## src/rtl/elastic_delay.sv

```systemverilog
// elastic_delay
//   DELAY-stage stream pipeline with full backpressure and a one-entry input
//   skid register. Every stage is a register; empty stages accept from their
//   predecessor even while the output is stalled.
//   src_ready is a registered output with no combinational path from
//   dest_ready.
//
// Parameters
//   DELAY     pipeline stage count, 1..16
//   BITWIDTH  data field width
//
// Ports
//   clk           single clock
//   rst           synchronous, active-high reset
//   src_data      upstream data
//   src_valid     upstream valid
//   src_ready     upstream ready (registered)
//   dest_data     downstream data (registered)
//   dest_valid    downstream valid (registered)
//   dest_ready    downstream ready
//   stall_cycles  cycles with dest_valid=1 and dest_ready=0, saturating
//                 (ELASTIC_DELAY_STATS_EN only)
//   beat_count    dest handshakes, wrapping (ELASTIC_DELAY_STATS_EN only)
//
// Build option
//   ELASTIC_DELAY_STATS_EN  adds the stall_cycles / beat_count counters and
//                           ports; the stream behaviour is the same either way.

module elastic_delay #(
  parameter int unsigned DELAY    = 1,
  parameter int unsigned BITWIDTH = 1
) (
  input  logic                clk,
  input  logic                rst,
  input  logic [BITWIDTH-1:0] src_data,
  input  logic                src_valid,
  output logic                src_ready,
  output logic [BITWIDTH-1:0] dest_data,
  output logic                dest_valid,
  input  logic                dest_ready
`ifdef ELASTIC_DELAY_STATS_EN
  ,
  output logic [31:0]         stall_cycles,
  output logic [31:0]         beat_count
`endif
);

  logic [DELAY-1:0]    v;
  logic [BITWIDTH-1:0] d [DELAY];
  logic                sv;
  logic [BITWIDTH-1:0] sd;

  // open_k[k]: stage k can take a new beat this cycle. Entry DELAY is the
  // downstream sink.
  logic [DELAY:0]      open_k;
  logic [DELAY-1:0]    v_next;
  logic                in_avail;
  logic                load0;
  logic                sv_next;
  logic                skid_load;
  logic [BITWIDTH-1:0] in_data;

  // A stage is open when the sink is ready or any stage at or beyond it is
  // empty, because every beat ahead of it can then move up one place. This is
  // computed directly from v, so there is no ripple chain through open_k.
  always_comb begin
    open_k         = '0;
    open_k[DELAY]  = dest_ready;
    for (int unsigned k = 0; k < DELAY; k++) begin
      open_k[k] = dest_ready | ~(&(v | DELAY'((32'd1 << k) - 32'd1)));
    end
  end

  always_comb begin
    in_avail  = sv | (src_valid & src_ready);
    in_data   = sv ? sd : src_data;
    load0     = in_avail & open_k[0];
    sv_next   = in_avail & ~open_k[0];
    skid_load = ~sv & src_valid & src_ready & ~open_k[0];
    v_next    = '0;
    v_next[0] = load0 | (v[0] & ~open_k[1]);
    for (int unsigned k = 1; k < DELAY; k++) begin
      v_next[k] = (v[k-1] & open_k[k]) | (v[k] & ~open_k[k+1]);
    end
  end

  always_ff @(posedge clk) begin
    if (rst) begin
      v         <= '0;
      for (int unsigned k = 0; k < DELAY; k++) begin
        d[k] <= '0;
      end
      sv        <= 1'b0;
      sd        <= '0;
      src_ready <= 1'b0;
    end else begin
      v <= v_next;
      if (load0) begin
        d[0] <= in_data;
      end
      for (int unsigned k = 1; k < DELAY; k++) begin
        if (v[k-1] & open_k[k]) begin
          d[k] <= d[k-1];
        end
      end
      sv <= sv_next;
      if (skid_load) begin
        sd <= src_data;
      end
      // Ready tracks the skid register's next state so a beat is never
      // offered a full skid.
      src_ready <= ~sv_next;
    end
  end

  always_comb begin
    dest_valid = v[DELAY-1];
    dest_data  = d[DELAY-1];
  end

`ifdef ELASTIC_DELAY_STATS_EN
  always_ff @(posedge clk) begin
    if (rst) begin
      stall_cycles <= '0;
      beat_count   <= '0;
    end else begin
      if (dest_valid & ~dest_ready & (stall_cycles != '1)) begin
        stall_cycles <= stall_cycles + 32'd1;
      end
      if (dest_valid & dest_ready) begin
        beat_count <= beat_count + 32'd1;
      end
    end
  end
`endif

endmodule

```

## config.mk

```make
export PLATFORM = sky130hd
export DESIGN_NAME = elastic_delay
export DESIGN_NICKNAME = d
export VERILOG_FILES = /design/src/rtl/elastic_delay.sv
export SDC_FILE = /design/constraint.sdc
export NUM_CORES = 1
export LEC_CHECK = 0
export ABC_AREA = 1
export BUFFER_PORTS_ARGS = -buffer_cell sky130_fd_sc_hd__buf_2
export CAP_MARGIN = 25
export CORE_AREA = 2 2 39 41
export DETAILED_ROUTE_END_ITERATION = 12
export DIE_AREA = 0 0 41 43
export PLACE_DENSITY = 0.38
export SLEW_MARGIN = 20
export SYNTH_ARGS = -nofsm -noshare
export SYNTH_HDL_FRONTEND = slang
export SYNTH_SLANG_ARGS = --single-unit
```

## constraint.sdc

```tcl
create_clock -name clk -period 1 [get_ports clk]
set_input_delay 0.05 -clock clk [delete_from_list [all_inputs] [get_ports clk]]
set_output_delay 0.05 -clock clk [all_outputs]
set_load 0.02 [all_outputs]
```

==> results.cfg, run 1 <==
[synth]
syn_avg_cell_area_sq_um = 7.47
synthCells = 32
ys_ff_latch = 5
ys_seq_area_share_pct = 46.1
syn_area_sq_um = 239
ys_warn_count = 0
syn_nets = 37
synth_cell_types = 12

[power]
seqPwrFrac_pct = 42.3
ir_drop_uv = 305
clockPowerShare_pct = 44.1
switchingPower_w = 0.000125
power.density_nw_per_um2 = 1510
switching_share_pct = 24.0
internal-power_w = 0.000396
p_leak_nw = 0.166
p_comb_share_pct = 13.6

[route]
drc = 0
dr_wl_met2_um = 234
route.detailed.wl_per_inst_um = 7.74
dr.max_layer_used = met4
vias = 232
wl_um = 472
ant_nets = 0
routed_via_density = 3.80
drtIter0Drc = 4
drtPass1Iterations = 4
wl_met3_um = 27
wl_met1_um = 193

[cells_and_area]
fillerInstances = 167
final_cell_count_no_fill = 61
syn_to_final_growth_pct = 44.0
fin_nets = 51
drive_gt1_share_pct = 51.1
postLayoutCoreUtil_pct = 24.9
final_area_sq_um = 344
diodes = 0

[floorplan]
die_w_um = 41
dieArea_sq_um = 1760
io_pins = 8
die_y_um = 43
start_util_pct = 17.3
rows = 14
coreArea_sq_um = 1380

[critical_path]
crit_type = reg2reg
path_cells = nor2_4 -> inv_2 -> nand2_2 -> nand2_1
critical_path_arrival_ns = 0.91
cp.required_ns = 0.95
critPathCaptureType = register
cp_slowest_cell = dfxtp_1
r2r_slack_ns = 0.04
cp-start-kind = register
cp_max_fo = 4
max_stage_delay_ns = 0.42

[grt]
grt_use_total_pct = 7.24
overflow = 0
grt_max_degree = 6
grt_pass1_vias = 217
antenna_found_initial = 0
grt_pass1_wl_um = 765

[placed_design]
dp_cells = 57
io_buffers = 7
gp_congestion = 0.519
place_area_sq_um = 310

[sta]
period_needed_ns = 0.964
setup_viol = 0
slew_viol_final = 0
worst_pin_slew_ns = 0.212
clock_skew_ns = 0.00559
fmax_mhz = 1040
final-hold-violation-count = 0
min_period_over_period_pct = 96.4
relSlewSlack_pct = 85.9

[clocking]
cts.sinks = 5
root_buffer = clkbuf_4
post_cts_buffers = 0
clock_path_buffers = 2
cts_tree = yes
clock_latency_ns = 0.24
htree_levels = 1
clk_pin_slew_ns = 0.05
cts_hold_buf = 0
numCtsBuffers = 3
cts_resized = 0

[worst_hold_path]
hp-class = in2reg

[run_status]
status = finished, final reports clean

[job]
max-cap-violations = 0
metal layers:
metal  vias up  GRT usage, %
met4         0          10.0
met2         6          10.0
li1        123             -
met3         2          3.14
met1       101          6.13
met5         -             0
logic make-up after synthesis:
| logic type | count (synthesis) | synth area share (%) |
|---|---|---|
| buffers and inverters | 8 | 12.6 |
| AND/OR/NAND/NOR | 15 | 29.8 |
| AO/OA/AOI/OAI | 4 | 11.5 |
| flip-flops | 5 | 46.1 |
synthesized netlist by cell type (all sizes together):
cell | count | area (sq um)
a21oi | 4 | 27.5
dfxtp | 4 | 80.1
edfxtp | 1 | 30.0
inv | 8 | 30.0
nand2 | 8 | 35.0
nand3 | 1 | 10.0
nor2 | 5 | 21.3
nor3 | 1 | 5.00
worst max-delay path, delay by kind of cell, from the launching register on:
family        cells  cell delay [ns]
buf+inv           1             0.06
simple gates      3             0.19
flops             1             0.42
through the flow:
stage | worst slack (ns) | setup TNS, ns | power, W | hold WS, ns
floorplan | 0.00561 | 0 | 0.000264 | 0.105
global placement | 0.0466 | 0 | 0.000293 | 0.278
detailed placement | 0.0561 | 0 | 0.000292 | 0.274
CTS | 0.0351 | 0 | 0.000534 | 0.0126
global route | -0.00676 | -0.00676 | 0.000571 | 0.0114
finish | 0.0358 | 0 | 0.000520 | 0.0241
cells in the final DEF, fill, tap and decap left out:
cell / netlist / layout
clkbuf_1: 0 / 1
clkbuf_4: 0 / 3
a21oi_2: 2 / 2
edfxtp_1: 1 / 1
nor2_1: 4 / 4
inv_1: 5 / 5
nand2_2: 2 / 3
a21oi_1: 2 / 2
buf_4: 0 / 2
nand2_1: 6 / 5
nand3_2: 1 / 1
nor2_4: 0 / 1
dfxtp_1: 4 / 3
nor3_1: 1 / 1
buf_2: 0 / 7
dfxtp_2: 0 / 1
inv_2: 3 / 3
power groups by stage:
stage / clock network [W] / registers [W] / logic, W
after floorplan: 0 / 0.000234 / 0.0000297
after global placement: 0 / 0.000224 / 0.0000687
after detailed placement: 0 / 0.000224 / 0.0000683
after CTS: 0.000246 / 0.000220 / 0.0000685
after global routing: 0.000270 / 0.000222 / 0.0000787
final: 0.000229 / 0.000220 / 0.0000708
area by class of cell:
cell class / count / area [sq um] / share of cell area [%]
timing repair buffer: 9 / 50.0 / 14.5
clock buffer: 4 / 26.3 / 7.64
multi-input combinational: 19 / 106 / 30.9
sequential: 5 / 111 / 32.4
inverter: 8 / 30.0 / 8.73
tap: 16 / 20.0 / 5.82
registers in the layout, indices dropped and copies added, names as in the netlist:
register / flops
sd: 1
d: 1
sv: 1
dest_valid: 1
src_ready: 1
final timing paths:
| kind | start | endpoint | cells past startpoint |
|---|---|---|---|
| worst max-delay path | sv | d[0] | 4 |
| worst max register to register | sv | d[0] | 4 |
| worst min register to register | sd | sd | 2 |
| worst min-delay path | rst | src_ready | 2 |
Power figures use the tool's default switching activity.
==> run 2: changes to the inputs <==
==> constraint.sdc (replaced) <==
create_clock -name clk -period 1.2 [get_ports clk]
set_input_delay 0.06 -clock clk [delete_from_list [all_inputs] [get_ports clk]]
set_output_delay 0.06 -clock clk [all_outputs]
set_load 0.02 [all_outputs]
==> run 2 against run 1 <==
  * Sequential power is 16% lower
  * Sequential cell count stayed put
  * Clock-buffer cell count stayed put
  * Critical path type unchanged
  * Critical endpoint unchanged
  * Largest power group unchanged
  * Highest routed layer is now met3
==> results.cfg, run 2 (synthesis results as in run 1) <==
[placed_design]
gp_congestion = 0.714
detailed_place_hpwl_um = 348
io_buffers = 7
place_area_sq_um = 294

[sta]
setup_viol = 0
period_needed_ns = 0.980
final-hold-violation-count = 0
relSlewSlack_pct = 87.9
fmax_mhz = 1020
worst_pin_slew_ns = 0.181
setup_tns_ns = 0
slew_viol_final = 0
clock_skew_ns = 0.000166
holdWs_ns = 0.0427
min_period_over_period_pct = 81.7
rsz0062_at_grt = no

[clocking]
cts.sinks = 5
root_buffer = clkbuf_4
cts_resized = 0
clock_latency_ns = 0.24
numCtsBuffers = 3
clock_path_buffers = 2
htree_levels = 1
clk_pin_slew_ns = 0.04
cts_tree = yes
post_cts_buffers = 0
cts_hold_buf = 0

[critical_path]
path_cells = nand2_2 -> inv_2 -> nor2_2 -> inv_2 -> nand2_1 -> nand2_1
cp_num_buf_inv = 2
r2r_cells = 6
cp-start-kind = register
cp_max_fo = 3
cp_num_cells = 6
max_stage_delay_ns = 0.31
crit_type = reg2reg
critical-path-top-delay-family = simple AND/OR/NAND/NOR gates
critical_path_arrival_ns = 0.98
cp_slowest_cell = dfxtp_1
critPathCaptureType = register
cp.required_ns = 1.20

[power]
power.density_nw_per_um2 = 1330
p_comb_share_pct = 11.9
p_leak_nw = 0.154
clockPowerShare_pct = 45.0
switchingPower_w = 0.000102
internal-power_w = 0.000324
ir_drop_uv = 441
seqPwrFrac_pct = 43.1
switching_share_pct = 23.9

[cells_and_area]
final_area_sq_um = 320
diodes = 0
final_common_cell = buf_2
syn_to_final_growth_pct = 34.0
fin_nets = 49
final_cell_mix = buf_2, nand2_1, inv_1
drive_gt1_share_pct = 44.2

[grt]
grt_use_total_pct = 7.24
grt_max_degree = 6
antenna_found_initial = 0
grt_pass1_wl_um = 786
overflow = 0
grt_pass1_vias = 209

[route]
wl_um = 419
ant_nets = 0
drtIter0Drc = 2
routed_via_density = 3.76
drc = 0
drtPass1Iterations = 2
route.detailed.wl_per_inst_um = 7.10
vias = 222

[floorplan]
rows = 14
io_pins = 8
die_y_um = 43
start_util_pct = 17.3
coreArea_sq_um = 1380
die_w_um = 41
dieArea_sq_um = 1760

[run_status]
status = finished, final reports clean

[job]
max-cap-violations = 0

[worst_hold_path]
hp-class = in2reg
hold_depth = 2
-- run 2: cell types whose count changed in the layout (fill, tap and decap cells not counted) --
cell,change
dfxtp_2,-1
buf_4,-2
nand2_1,+1
nor2_4,-1
nand2_2,-1
nor2_2,+1
dfxtp_1,+1
-- run 2: layout make-up --
class	count	area, sq um
Fill cell	163	1060
Multi-Input combinational cell	19	98.8
Inverter	8	30.0
Clock buffer	4	26.3
Sequential cell	5	110
Timing Repair Buffer	7	35.0
Tap cell	16	20.0
-- run 2: power groups by stage --
| stage | sequential [W] | combinational, W | clock, W |
|---|---|---|---|
| 4_1_cts | 0.000183 | 0.0000520 | 0.000206 |
| 2_1_floorplan | 0.000195 | 0.0000247 | 0 |
| 5_1_grt | 0.000184 | 0.0000582 | 0.000220 |
| 3_5_place_dp | 0.000187 | 0.0000515 | 0 |
| 3_3_place_gp | 0.000186 | 0.0000517 | 0 |
| 6_report | 0.000184 | 0.0000506 | 0.000192 |
-- run 2: metal layers --
metal  up-vias  routed length, um  global-route usage [%]  share of wire [%]
met4         0                  0                    4.00                  0
met5         -                  0                       0                  0
met2         3                216                    9.38                 52
li1        118                  -                       -                  -
met1       101                183                    7.74                 44
met3         0                 19                    6.28                4.5
-- run 2: metrics by stage --
step | power [W] | setup slack [ns] | cells | util (%)
6_report | 0.000426 | 0.220 | 59 | 23.1
5_1_grt | 0.000462 | 0.119 | 59 | 23.1
4_1_cts | 0.000441 | 0.198 | 59 | 23.1
3_5_place_dp | 0.000238 | 0.214 | 55 | 21.2
3_3_place_gp | 0.000238 | 0.215 | 55 | 21.2
2_1_floorplan | 0.000219 | 0.126 | 32 | -
-- run 2: worst reg2reg max path, stage by stage (launching register included) --
cell and delay (ns):
dfxtp_1 0.31, nand2_2 0.08, inv_2 0.04, nor2_2 0.12, inv_2 0.06, nand2_1 0.08
nand2_1 0.06
-- run 2: path summary, 6_finish.rpt --
path	to	slack, ns	from
max reg2reg	d[0]	0.22	src_ready
min reg2reg	sd	0.51	sd
max	d[0]	0.22	src_ready
min	src_ready	0.04	rst
